[src/rtl/debug_pkg.sv]
// Shared definitions for the debug byte-link controllers: command bytes,
// controller state encoding and the default link byte width.
package debug_pkg;

    localparam int DBG_NB_BYTE = 8;

    localparam logic [7:0] CMD_LOAD = 8'h01;
    localparam logic [7:0] CMD_RUN  = 8'h02;
    localparam logic [7:0] CMD_STEP = 8'h03;
    localparam logic [7:0] CMD_DUMP = 8'h04;
    localparam logic [7:0] CMD_STOP = 8'h05;

    typedef enum logic [3:0] {
        ST_IDLE,
        ST_CNT_H,
        ST_CNT_L,
        ST_LD_DATA,
        ST_RUN,
        ST_STEP,
        ST_DP_READ,
        ST_DP_WAIT,
        ST_DP_SEND
    } state_t;

endpackage

[src/rtl/word_serializer.sv]
// Loads one memory word and emits it least-significant byte first over a
// valid/ready byte handshake. o_done marks the cycle the last byte transfers.
module word_serializer
    import debug_pkg::*;
#(
    parameter int NB_DATA = 32,
    parameter int NB_BYTE = DBG_NB_BYTE
) (
    input  logic               i_clock,
    input  logic               i_reset,
    input  logic               i_load,
    input  logic [NB_DATA-1:0] i_word,
    output logic [NB_BYTE-1:0] o_tx_data,
    output logic               o_tx_valid,
    input  logic               i_tx_ready,
    output logic               o_done
);

    localparam int N_BYTES = NB_DATA / NB_BYTE;
    localparam int IDX_W   = $clog2(N_BYTES);

    logic [NB_DATA-1:0] sh_p0;
    logic [IDX_W-1:0]   idx_p0;
    logic               vld_p0;
    logic               xfer;

    assign xfer       = vld_p0 & i_tx_ready;
    assign o_tx_data  = sh_p0[NB_BYTE-1:0];
    assign o_tx_valid = vld_p0;
    assign o_done     = xfer & (idx_p0 == IDX_W'(N_BYTES - 1));

    // Shift register: load a word, then drop one byte per accepted transfer.
    always_ff @(posedge i_clock or negedge i_reset) begin
        if (!i_reset) begin
            sh_p0  <= '0;
            idx_p0 <= '0;
            vld_p0 <= 1'b0;
        end else if (i_load) begin
            sh_p0  <= i_word;
            idx_p0 <= '0;
            vld_p0 <= 1'b1;
        end else if (xfer) begin
            sh_p0  <= sh_p0 >> NB_BYTE;
            idx_p0 <= idx_p0 + IDX_W'(1);
            if (idx_p0 == IDX_W'(N_BYTES - 1)) begin
                vld_p0 <= 1'b0;
            end
        end
    end

endmodule

[src/rtl/instrmem_loader_ctrl.sv]
// Host byte-link command decoder that owns the fetch stage debug port:
// loads and dumps instruction memory and runs or single-steps the pipeline.
module instrmem_loader_ctrl
    import debug_pkg::*;
#(
    parameter int NB_DATA = 32,
    parameter int NB_ADDR = 16,
    parameter int NB_BYTE = DBG_NB_BYTE,
    parameter int N_ADDR  = 2048
) (
    input  logic               i_clock,
    input  logic               i_reset,
    input  logic [NB_BYTE-1:0] i_rx_data,
    input  logic               i_rx_valid,
    output logic [NB_BYTE-1:0] o_tx_data,
    output logic               o_tx_valid,
    input  logic               i_tx_ready,
    output logic [NB_ADDR-1:0] o_instrmem_addr,
    output logic [NB_DATA-1:0] o_instrmem_data,
    output logic [3:0]         o_instrmem_we,
    output logic               o_instrmem_re,
    input  logic [NB_DATA-1:0] i_instrmem_data,
    input  logic               i_halt,
    output logic               o_valid,
    output logic               o_busy,
    output logic               o_error
);

    localparam int BPW   = NB_DATA / NB_BYTE;
    localparam int IDX_W = $clog2(BPW);

    state_t             state_q, state_d;
    logic               cmd_dump_q, cmd_dump_d;
    logic [15:0]        cnt_q, cnt_d;
    logic [NB_ADDR-1:0] k_q, k_d;
    logic [NB_DATA-1:0] asm_q, asm_d;
    logic [IDX_W-1:0]   idx_q, idx_d;
    logic               we_q, we_d;
    logic               valid_q, valid_d;
    logic               error_q, error_d;

    logic [7:0]         rx_byte;
    logic [15:0]        rx_count;
    logic               last_word;
    logic               ser_load;
    logic               ser_done;

    assign rx_byte   = 8'(i_rx_data);
    assign rx_count  = {cnt_q[15:8], rx_byte};
    // Word k is the last one when k + 1 reaches the count; no wrap at N_ADDR.
    assign last_word = (32'(k_q) + 32'd1) == 32'(cnt_q);

    assign o_instrmem_addr = k_q;
    assign o_instrmem_data = asm_q;
    assign o_instrmem_we   = {4{we_q}};
    assign o_instrmem_re   = (state_q == ST_DP_READ);
    assign o_valid         = valid_q;
    assign o_busy          = (state_q != ST_IDLE);
    assign o_error         = error_q;

    word_serializer #(
        .NB_DATA (NB_DATA),
        .NB_BYTE (NB_BYTE)
    ) u_word_serializer (
        .i_clock    (i_clock),
        .i_reset    (i_reset),
        .i_load     (ser_load),
        .i_word     (i_instrmem_data),
        .o_tx_data  (o_tx_data),
        .o_tx_valid (o_tx_valid),
        .i_tx_ready (i_tx_ready),
        .o_done     (ser_done)
    );

    // State and datapath registers; everything clears on reset.
    always_ff @(posedge i_clock or negedge i_reset) begin
        if (!i_reset) begin
            state_q    <= ST_IDLE;
            cmd_dump_q <= 1'b0;
            cnt_q      <= '0;
            k_q        <= '0;
            asm_q      <= '0;
            idx_q      <= '0;
            we_q       <= 1'b0;
            valid_q    <= 1'b0;
            error_q    <= 1'b0;
        end else begin
            state_q    <= state_d;
            cmd_dump_q <= cmd_dump_d;
            cnt_q      <= cnt_d;
            k_q        <= k_d;
            asm_q      <= asm_d;
            idx_q      <= idx_d;
            we_q       <= we_d;
            valid_q    <= valid_d;
            error_q    <= error_d;
        end
    end

    // Command decode, load/dump sequencing and run/step control.
    always_comb begin
        state_d    = state_q;
        cmd_dump_d = cmd_dump_q;
        cnt_d      = cnt_q;
        k_d        = k_q;
        asm_d      = asm_q;
        idx_d      = idx_q;
        we_d       = 1'b0;
        valid_d    = valid_q;
        error_d    = error_q;
        ser_load   = 1'b0;

        case (state_q)
            ST_IDLE: begin
                if (i_rx_valid) begin
                    case (rx_byte)
                        CMD_LOAD: begin
                            cmd_dump_d = 1'b0;
                            error_d    = 1'b0;
                            state_d    = ST_CNT_H;
                        end
                        CMD_DUMP: begin
                            cmd_dump_d = 1'b1;
                            error_d    = 1'b0;
                            state_d    = ST_CNT_H;
                        end
                        CMD_RUN: begin
                            error_d = 1'b0;
                            valid_d = 1'b1;
                            state_d = ST_RUN;
                        end
                        CMD_STEP: begin
                            error_d = 1'b0;
                            valid_d = 1'b1;
                            state_d = ST_STEP;
                        end
                        CMD_STOP: begin
                            error_d = 1'b0;
                        end
                        default: begin
                            error_d = 1'b1;
                        end
                    endcase
                end
            end

            ST_CNT_H: begin
                if (i_rx_valid) begin
                    cnt_d   = {rx_byte, cnt_q[7:0]};
                    state_d = ST_CNT_L;
                end
            end

            ST_CNT_L: begin
                if (i_rx_valid) begin
                    if (rx_count == 16'd0) begin
                        state_d = ST_IDLE;
                    end else if (32'(rx_count) > 32'(N_ADDR)) begin
                        error_d = 1'b1;
                        state_d = ST_IDLE;
                    end else begin
                        cnt_d   = rx_count;
                        k_d     = '0;
                        asm_d   = '0;
                        idx_d   = '0;
                        state_d = cmd_dump_q ? ST_DP_READ : ST_LD_DATA;
                    end
                end
            end

            ST_LD_DATA: begin
                // The write cycle also accepts the first byte of the next word.
                if (we_q && last_word) begin
                    state_d = ST_IDLE;
                end else begin
                    if (we_q) begin
                        k_d = k_q + NB_ADDR'(1);
                    end
                    if (i_rx_valid) begin
                        asm_d = {i_rx_data, asm_q[NB_DATA-1:NB_BYTE]};
                        idx_d = idx_q + IDX_W'(1);
                        if (idx_q == IDX_W'(BPW - 1)) begin
                            we_d = 1'b1;
                        end
                    end
                end
            end

            ST_RUN: begin
                if (i_halt || (i_rx_valid && rx_byte == CMD_STOP)) begin
                    valid_d = 1'b0;
                    state_d = ST_IDLE;
                end
            end

            ST_STEP: begin
                valid_d = 1'b0;
                state_d = ST_IDLE;
            end

            ST_DP_READ: begin
                state_d = ST_DP_WAIT;
            end

            ST_DP_WAIT: begin
                ser_load = 1'b1;
                state_d  = ST_DP_SEND;
            end

            ST_DP_SEND: begin
                if (ser_done) begin
                    k_d     = k_q + NB_ADDR'(1);
                    state_d = last_word ? ST_IDLE : ST_DP_READ;
                end
            end

            default: begin
                state_d = ST_IDLE;
            end
        endcase
    end

endmodule

[config.mk]
export PLATFORM = sky130hd
export DESIGN_NAME = instrmem_loader_ctrl
export DESIGN_NICKNAME = d
export VERILOG_FILES = /design/src/rtl/debug_pkg.sv /design/src/rtl/word_serializer.sv /design/src/rtl/instrmem_loader_ctrl.sv
export SDC_FILE = /design/constraint.sdc
export NUM_CORES = 1
export LEC_CHECK = 0
export CAP_MARGIN = 20
export CORE_UTILIZATION = 59
export CTS_BUF_LIST = sky130_fd_sc_hd__clkbuf_8
export DETAILED_ROUTE_END_ITERATION = 10
export PLACE_DENSITY = 0.88
export SLEW_MARGIN = 30
export SYNTH_ARGS = -nofsm -noshare
export SYNTH_HDL_FRONTEND = slang
export SYNTH_HIERARCHICAL = 1
export SYNTH_SLANG_ARGS = --single-unit
[constraint.sdc]
create_clock -name i_clock -period 8 [get_ports i_clock]
set_input_delay 1.6 -clock i_clock [delete_from_list [all_inputs] [get_ports i_clock]]
set_output_delay 1.6 -clock i_clock [all_outputs]
set_load 0.05 [all_outputs]
# [Yosys cells after proc, flatten, opt, wreduce, memory -nomap -nowiden]
# Cells that the tools add are included.
[totals] register_bits=109 inputBits=45 output_inout_bits=65 word_cells=138
[classes] addsub=4 n_lt_le_gt_ge=1 eq_ne=30 mux=59 bitwise=6 reduce_logical=25
[op_table] cell="2-to-1 mux 32 bit" count=7
[op_table] cell="2-to-1 mux 16 bit" count=7
[op_table] cell="one-hot mux 32 bit (2 select lines)" count=1
[op_table] cell="one-hot mux 16 bit (3 select lines)" count=1
[op_table] cell="one-hot mux 16 bit (2 select lines)" count=1
[op_table] cell="one-hot mux 4 bit (8 select lines)" count=1
[op_table] cell="inequality test 2 bit, second input constant" count=13
[op_table] cell="2-to-1 mux 4 bit" count=6
[op_table] cell="2-to-1 mux 8 bit" count=3
[op_table] cell="adder 16 x 1 -> 17 bit, second input constant" count=1
[op_table] cell="== test 17 x 16 -> 1 bit" count=1
[op_table] cell="adder 16 x 1 -> 16 bit, second input constant" count=1
[op_table] cell="== test 4 x 3 -> 1 bit, second input constant" count=4
[op_table] cell="== test 8 x 2 -> 1 bit, second input constant" count=2
[op_table] cell="== test 8 x 3 -> 1 bit, second input constant" count=2
[op_table] cell="> comparator 16 x 12 -> 1 bit, second input constant" count=1
[op_table] cell="logical NOT 16 bit" count=1
[op_table] cell="2-to-1 mux 1 bit" count=16
[op_table] cell="2-to-1 mux 2 bit" count=7
[op_table] cell="AND reduction 7 bit" count=2
[op_table] cell="2-to-1 mux 3 bit" count=4
[op_table] cell="one-hot mux 4 bit (3 select lines)" count=1
[op_table] cell="AND reduction 5 bit" count=2
[op_table] cell="nonzero test 2 bit" count=5
[op_table] cell="other kinds (23)" count=35

# [Depth between registers and ports, before layout]
# Gate-level depths: netlist (run 1).
[depth] word_depth=5 mapped_depth=11 ltp_nobuf=9

# [Hierarchy]
# Netlist (run 1), hierarchy kept.
[by_module_without_submodules] mod="instrmem_loader_ctrl" n_inst=1 cells_each=477 area_per_inst_um2=4088.9 seq_area_each_um2=1851.8
[by_module_without_submodules] mod="word_serializer" n_inst=1 cells_each=193 area_per_inst_um2=1953.1 seq_area_each_um2=875.8

# [Worst setup path after synthesis (run 1)]
# No wires, ideal clock.
[synth_timing] kind="input-to-reg" from="input port i_rx_data[4]" to="register asm_q[12], in the netlist o_instrmem_data[12]" setup_ns=0.133 arrival_time_ns=3.551 required_time_ns=7.867 slack_ns=4.316 path_stages=10 path_buffers=2 path_cell_list="or4_1 -> nor3_1 -> a21bo_2 -> a31o_2 -> nand4_1 -> a31o_4 -> buf_6 -> buf_6 -> nand2_1 -> o21ai_0"
[synth_between] elab_chain_len=3 word_cells_on_any_way=5 classes_between="1 x order compare; 2 x eq/ne; 2 x reduce/logical"
[synth_lines] element="start: declaration" line_no="instrmem_loader_ctrl.sv:13" source="input logic [NB_BYTE-1:0] i_rx_data,"
[synth_lines] element="> comparator 16 x 12 -> 1 bit or logical NOT 16 bit (tied branches)" line_no="instrmem_loader_ctrl.sv:158, instrmem_loader_ctrl.sv:156"
[synth_lines] element="inequality test 2 bit (no source line)"
[synth_lines] element="AND reduction 6 bit (no source line) (*)"
[synth_lines] element="end signal: assignment" line_no="instrmem_loader_ctrl.sv:92" source="asm_q <= asm_d;"
[synth_lines] element="end: declaration" line_no="instrmem_loader_ctrl.sv:36" source="logic [NB_DATA-1:0] asm_q, asm_d;"
# Mark *: on every way between the ends. The rest lies on a longest branch, timed or not.
# A chain may end at the register's enable or synchronous reset.

# [Final worst setup path (run 1)]
[layout_timing] from="input port i_rx_data[4]" to="register asm_q[16], in the netlist o_instrmem_data[16]"
# The elaborated chain is that of the path after synthesis.

==> flow_metrics.tcl, run 1 <==
set metrics [dict create \
    row_count 36 \
    finalNonFillerCells 872 \
    root_buffer "clkbuf_8" \
    insertion_delay_ps 390 \
    crit_family "simple AND/OR/NAND/NOR gates" \
    worstMarginPinSlew_ps 949 \
    post-route-util_pct 72.6 \
    slowest_delay_ps 620 \
    cp.arrival_ps 4520 \
    busiest_layer "met1" \
    synth-seq-cells 109 \
    design.die.area_mm2 0.0106 \
    grt_max_degree 92 \
    critPathBufInv 1 \
    port-buffer-count 109 \
    worst-path-stages 8 \
    drive_gt1_share_pct 7.71 \
    cp_max_fo 68 \
    synth-main-ff-cell "dfrtp_1" \
    pwr-share-seq_pct 58.7 \
    synth_top_area_share_pct 45.1 \
    ys_top_cells_by_count "nand2_1 (138), dfrtp_1 (109), o21ai_0 (53)" \
    io_pins 110 \
    post-place-ws_ps 3390 \
    worstSetupPathType "input port to flop" \
    finalCritPeriodShare_pct 53.5 \
    postCtsSetupRepairBufs 0 \
    crit_slowest_cell "or4_1" \
    nets 782 \
    worstHoldPathCells 2 \
    grt_pass1_vias 4555 \
    r2r_cells 8 \
    drc_errors 0 \
    synthDistinctLibCells 58 \
    overflow 0 \
    synth_top_area_cell "dfrtp_1" \
    die_y_um 103 \
    coreArea_mm2 0.00986 \
    avgSynthCellArea_um2 9.02 \
    clkTransAtPathRegs_ps 100 \
    rsz0062_at_grt "false" \
    wirelength_um 14000 \
    required_ps 8240 \
    setup_viol_count_final 0 \
    timing.final.crit_period_ps 4280 \
    yosys-top-cells-area "dfrtp_1 (45%), nand2_1 (8.6%), o21ai_0 (4.4%)" \
    path_cells "clkdlybuf4s50_1 > or4_1 > nor3_1 > nand3b_1 > a31o_2 > nand4_1 > a31o_4 > o21ai_0" \
    worst_slack_ps 3720 \
    cts_buffers 9 \
    p_comb_share_pct 4.6 \
    status "finished clean" \
    grt_use_met3_pct 4.03 \
    drtIter0Drc 453 \
    first_pass_iters 5 \
    startpoint_type "input port" \
    synth_edf_count 0 \
    synth_warnings 6 \
    cts_max_level 3 \
    antenna_cells 0 \
    clock_path_buffers 2 \
    fill_cells 716 \
    gr-usage-met1_pct 42.1 \
    routed_via_density 5.95 \
    cts_hold_buffers 0 \
    start_util_pct 61.3 \
    slew_viol_final 0 \
    fin_worst_skew_ps 7.85 \
    cts_num_sinks 109 \
    cts_tree "yes" \
    cellPowerDensity_mw_per_mm2 131 \
    async_flop_share_pct 100 \
    pwr-share-clk_pct 36.7 \
    endpoint_kind "flop" \
    vias 5191 \
    grt_antenna_before_repair 0 \
    finalHoldViolCount 0 \
    power.switching_w 0.000220 \
    gr-usage-met2_pct 41.0 \
    fin_setup_tns_ps 0 \
    cts_resized 0 \
    dp_cells 856 \
    post-dp-hpwl_um 9810 \
    die_w_um 103 \
    syn_nets 718 \
    synth_most_common_cell "nand2_1" \
    postRouteAntennaNets 0 \
    leakagePower_nw 2.86 \
    max_slew_margin_pct 36.3 \
    wire_per_inst_um 16.1 \
    fmax_ghz 0.234 \
    gp_congestion 0.916 \
    switching_share_pct 23.4 \
    ir_drop_uv 87.0 \
    max-cap-violations 0 \
    synth_cells 670 \
    grt_first_pass_wirelength_um 22800 \
    hold_class "flop to flop" \
    areaGrowthSynthToFinish_pct 18.5 \
    syn_area_mm2 0.00604 \
    power.internal_w 0.000719 \
    grt_use_total_pct 27.9 \
    seq_area_frac_synth_pct 45.1 \
]
-- worst register-to-register path, delay by kind of cell (launching register included) --
kind             cells  cell delay, ps
AND/OR/NAND/NOR      5            1480
AO/OA/AOI/OAI        2             990
flip-flops           1             540
multiplexers         1             380
-- final timing paths --
| path | from | slack, ps | to |
|---|---|---|---|
| setup / recovery | i_rx_data[4] | 3720 | o_instrmem_data[16]$_DFFE_PN0P_ |
| hold / removal | o_instrmem_data[3]$_DFFE_PN0P_ | 500 | o_instrmem_data[3]$_DFFE_PN0P_ |
| setup reg to reg | o_instrmem_addr[3]$_DFFE_PN0P_ | 4510 | o_instrmem_addr[12]$_DFFE_PN0P_ |
| hold reg to reg | o_instrmem_data[3]$_DFFE_PN0P_ | 500 | o_instrmem_data[3]$_DFFE_PN0P_ |
| max in group asynchronous | i_reset | 5600 | cnt_q[7]$_DFFE_PN0P_ |
| min in group asynchronous | i_reset | 1220 | o_instrmem_addr[11]$_DFFE_PN0P_ |
-- flip-flops by register name, summed over array words and instances, names as in the netlist --
name / cells
o_instrmem_data: 32
state_q: 4
we_q: 1
u_word_serializer/sh_p0: 32
u_word_serializer/o_tx_valid: 1
u_word_serializer/idx_p0: 2
o_valid: 1
o_error: 1
o_instrmem_addr: 16
cmd_dump_q: 1
idx_q: 2
cnt_q: 16
-- logic make-up after synthesis --
logic type	Yosys count	synth area share (%)
simple gates	299	25.9
compound gates	158	17.3
flops	109	45.1
buf+inv	79	7.48
xor+xnor	13	1.88
mux	9	1.64
fa+ha+maj	3	0.621
-- layout by cell type (no fill, tap or decap), types with 11 or more instances in the layout --
cell and n:
nand2b_1 26, nor3_1 11, nand4b_1 24, clkdlybuf4s50_1 108
dfrtp_1 109, o21ai_1 15, nand2_1 138, a21oi_1 26
o21ai_0 53, o211ai_1 21, inv_1 19, nor2_1 34
-- layer usage --
metal | up-vias | wire [um]
li1 | 2469 | -
met1 | 2508 | 6520
met2 | 198 | 6500
met3 | 16 | 800
met4 | 0 | 225
met5 | - | 0
-- per-stage QoR --
stage / hold slack, ps / area (um2) / power (W)
5_1_grt: 535 / 7160 / 0.000969
3_5_place_dp: 481 / 6960 / 0.000606
3_3_place_gp: 461 / 6960 / 0.000605
4_1_cts: 505 / 7160 / 0.000945
6_report: 497 / 7160 / 0.000939
2_1_floorplan: 454 / 6040 / 0.000569
-- cell type report --
cell class / instances / area [um2] / share of cell area (%)
clock buffer: 9 / 124 / 1.73
clock inverter: 7 / 72.6 / 1.01
inverter: 18 / 67.6 / 0.944
multi-input combinational: 482 / 2880 / 40.2
sequential: 109 / 2730 / 38.1
tap: 133 / 166 / 2.32
timing repair buffer: 114 / 1130 / 15.7
-- power by group through the flow --
stage,Clock [W],Combinational [W],Sequential [W]
global placement,0,0.0000436,0.000562
CTS,0.000349,0.0000442,0.000551
global route,0.000370,0.0000478,0.000551
floorplan,0,0.00000609,0.000563
finish,0.000344,0.0000436,0.000551
detailed placement,0,0.0000440,0.000562
Note: power is estimated with default switching activity, not from simulation.
==> run 2, diff against run 1 <==
- CORE_UTILIZATION: 59 -> 55
- PLACE_DENSITY: 0.88 -> 0.83
- clock period: 8 -> 4.4 ns (I/O delays scaled with it)
==> flow_metrics.tcl, run 2 (same netlist as run 1, synthesis figures left out) <==
set metrics [dict create \
    required_ps 4670 \
    root_buffer "clkbuf_8" \
    rsz0062_at_grt "false" \
    multi_input_area_mm2 0.00288 \
    grt_use_total_pct 25.4 \
    busiest_layer "met2" \
    slew_viol_final 0 \
    max_slew_margin_pct 37.8 \
    gr-usage-met2_pct 38.1 \
    cts_buffers 9 \
    gr-usage-met1_pct 37.6 \
    finalHoldViolCount 0 \
    post-route-util_pct 68.4 \
    row_count 37 \
    vias 5105 \
    coreArea_mm2 0.0105 \
    cts_resized 0 \
    drc_errors 0 \
    clkTransAtPathRegs_ps 100 \
    setup_viol_count_final 0 \
    drive_gt1_share_pct 7.97 \
    max-cap-violations 0 \
    layout_common_cells "nand2_1 (138), dfrtp_1 (109), clkdlybuf4s50_1 (108)" \
    grt_use_met3_pct 4.62 \
    die_y_um 107 \
    cts_num_sinks 109 \
    die_w_um 107 \
    nets 785 \
    post-place-ws_ps 540 \
    layout_commonest_cell "nand2_1" \
    routed_via_density 5.83 \
    worst_slack_ps 860 \
    timing.final.crit_period_ps 3540 \
    hold-worst-slack_ps 499 \
    areaGrowthSynthToFinish_pct 19.0 \
    cts_tree "yes" \
    postCtsSetupRepairBufs 0 \
    cellPowerDensity_mw_per_mm2 237 \
    cp_max_fo 68 \
    antenna_cells 0 \
    fmax_ghz 0.282 \
    grt_antenna_before_repair 0 \
    worstSetupPathType "input port to flop" \
    cp.arrival_ps 3810 \
    ir_drop_uv 170 \
    finalNonFillerCells 876 \
    cts_hold_buffers 0 \
    dp_cells 862 \
    start_util_pct 57.5 \
    insertion_delay_ps 370 \
    wire_per_inst_um 16.2 \
    postRouteAntennaNets 0 \
    hold_class "flop to flop" \
    finalCritPeriodShare_pct 80.5 \
    grt_max_degree 82 \
    grt_first_pass_wirelength_um 22800 \
    worstMarginPinSlew_ps 929 \
    endpoint_kind "flop" \
    port-buffer-count 109 \
    gp_congestion 0.926 \
    clock_path_buffers 2 \
    overflow 0 \
    seqCellArea_mm2 0.00273 \
    io_pins 110 \
    fin_setup_tns_ps 0 \
    cts_max_level 3 \
    fill_cells 859 \
    fin_worst_skew_ps 9.71 \
    leakagePower_nw 2.86 \
    first_pass_iters 5 \
    design.die.area_mm2 0.0114 \
    grt_pass1_vias 4575 \
    post-dp-hpwl_um 9950 \
    startpoint_type "input port" \
    drtIter0Drc 455 \
    status "finished clean" \
    wirelength_um 14100 \
]
run 2: metal layers:
layer | wire length, um | vias to the layer above | part of all wire, %
met2 | 6420 | 198 | 45
met4 | 235 | 0 | 1.7
met1 | 6590 | 2409 | 47
li1 | - | 2475 | -
met5 | 0 | - | 0
met3 | 906 | 23 | 6.4
run 2: layout make-up:
type                    instances  share of cell area (%)
clock buffers                  11                    2.11
clock inverters                 3                   0.644
inverters                      18                   0.940
multi-input cells             482                    40.0
flip-flops and latches        109                    37.9
well taps                     136                    2.37
repair buffers                117                    16.0
run 2: path summary, 6_finish.rpt:
kind	from	slack [ps]	endpoint	cells past startpoint
worst max-delay path	i_rx_data[3]	860	idx_q[0]$_DFFE_PN0P_	9
worst min-delay path	o_instrmem_data[1]$_DFFE_PN0P_	500	o_instrmem_data[1]$_DFFE_PN0P_	2
worst max register to register	o_instrmem_addr[0]$_DFFE_PN0P_	1030	idx_q[0]$_DFFE_PN0P_	9
worst min register to register	o_instrmem_data[1]$_DFFE_PN0P_	500	o_instrmem_data[1]$_DFFE_PN0P_	2
max in group asynchronous	i_reset	3020	o_instrmem_addr[15]$_DFFE_PN0P_	2
min in group asynchronous	i_reset	520	o_instrmem_data[0]$_DFFE_PN0P_	1
run 2: critical path, stage by stage:
cell and delay [ps]:
clkdlybuf4s50_1 500, or4_1 610, nor3_1 480, nand3b_1 180, a31o_2 280, nand4_1 100, a31o_4 500, nor3_1 110
a21o_1 170
run 2: power by group:
group	leakage, nW	internal [W]	switching [W]
combinational	1.42	0.0000394	0.0000423
sequential	1.34	0.00100	0.000000426
clock	0.0975	0.000289	0.000335
run 2: stage by stage:
stage	power [W]	area, um2
finish	0.00171	7190
global route	0.00176	7190
CTS	0.00172	7190
detailed placement	0.00110	6990
global placement	0.00110	6990
floorplan	0.00103	6040
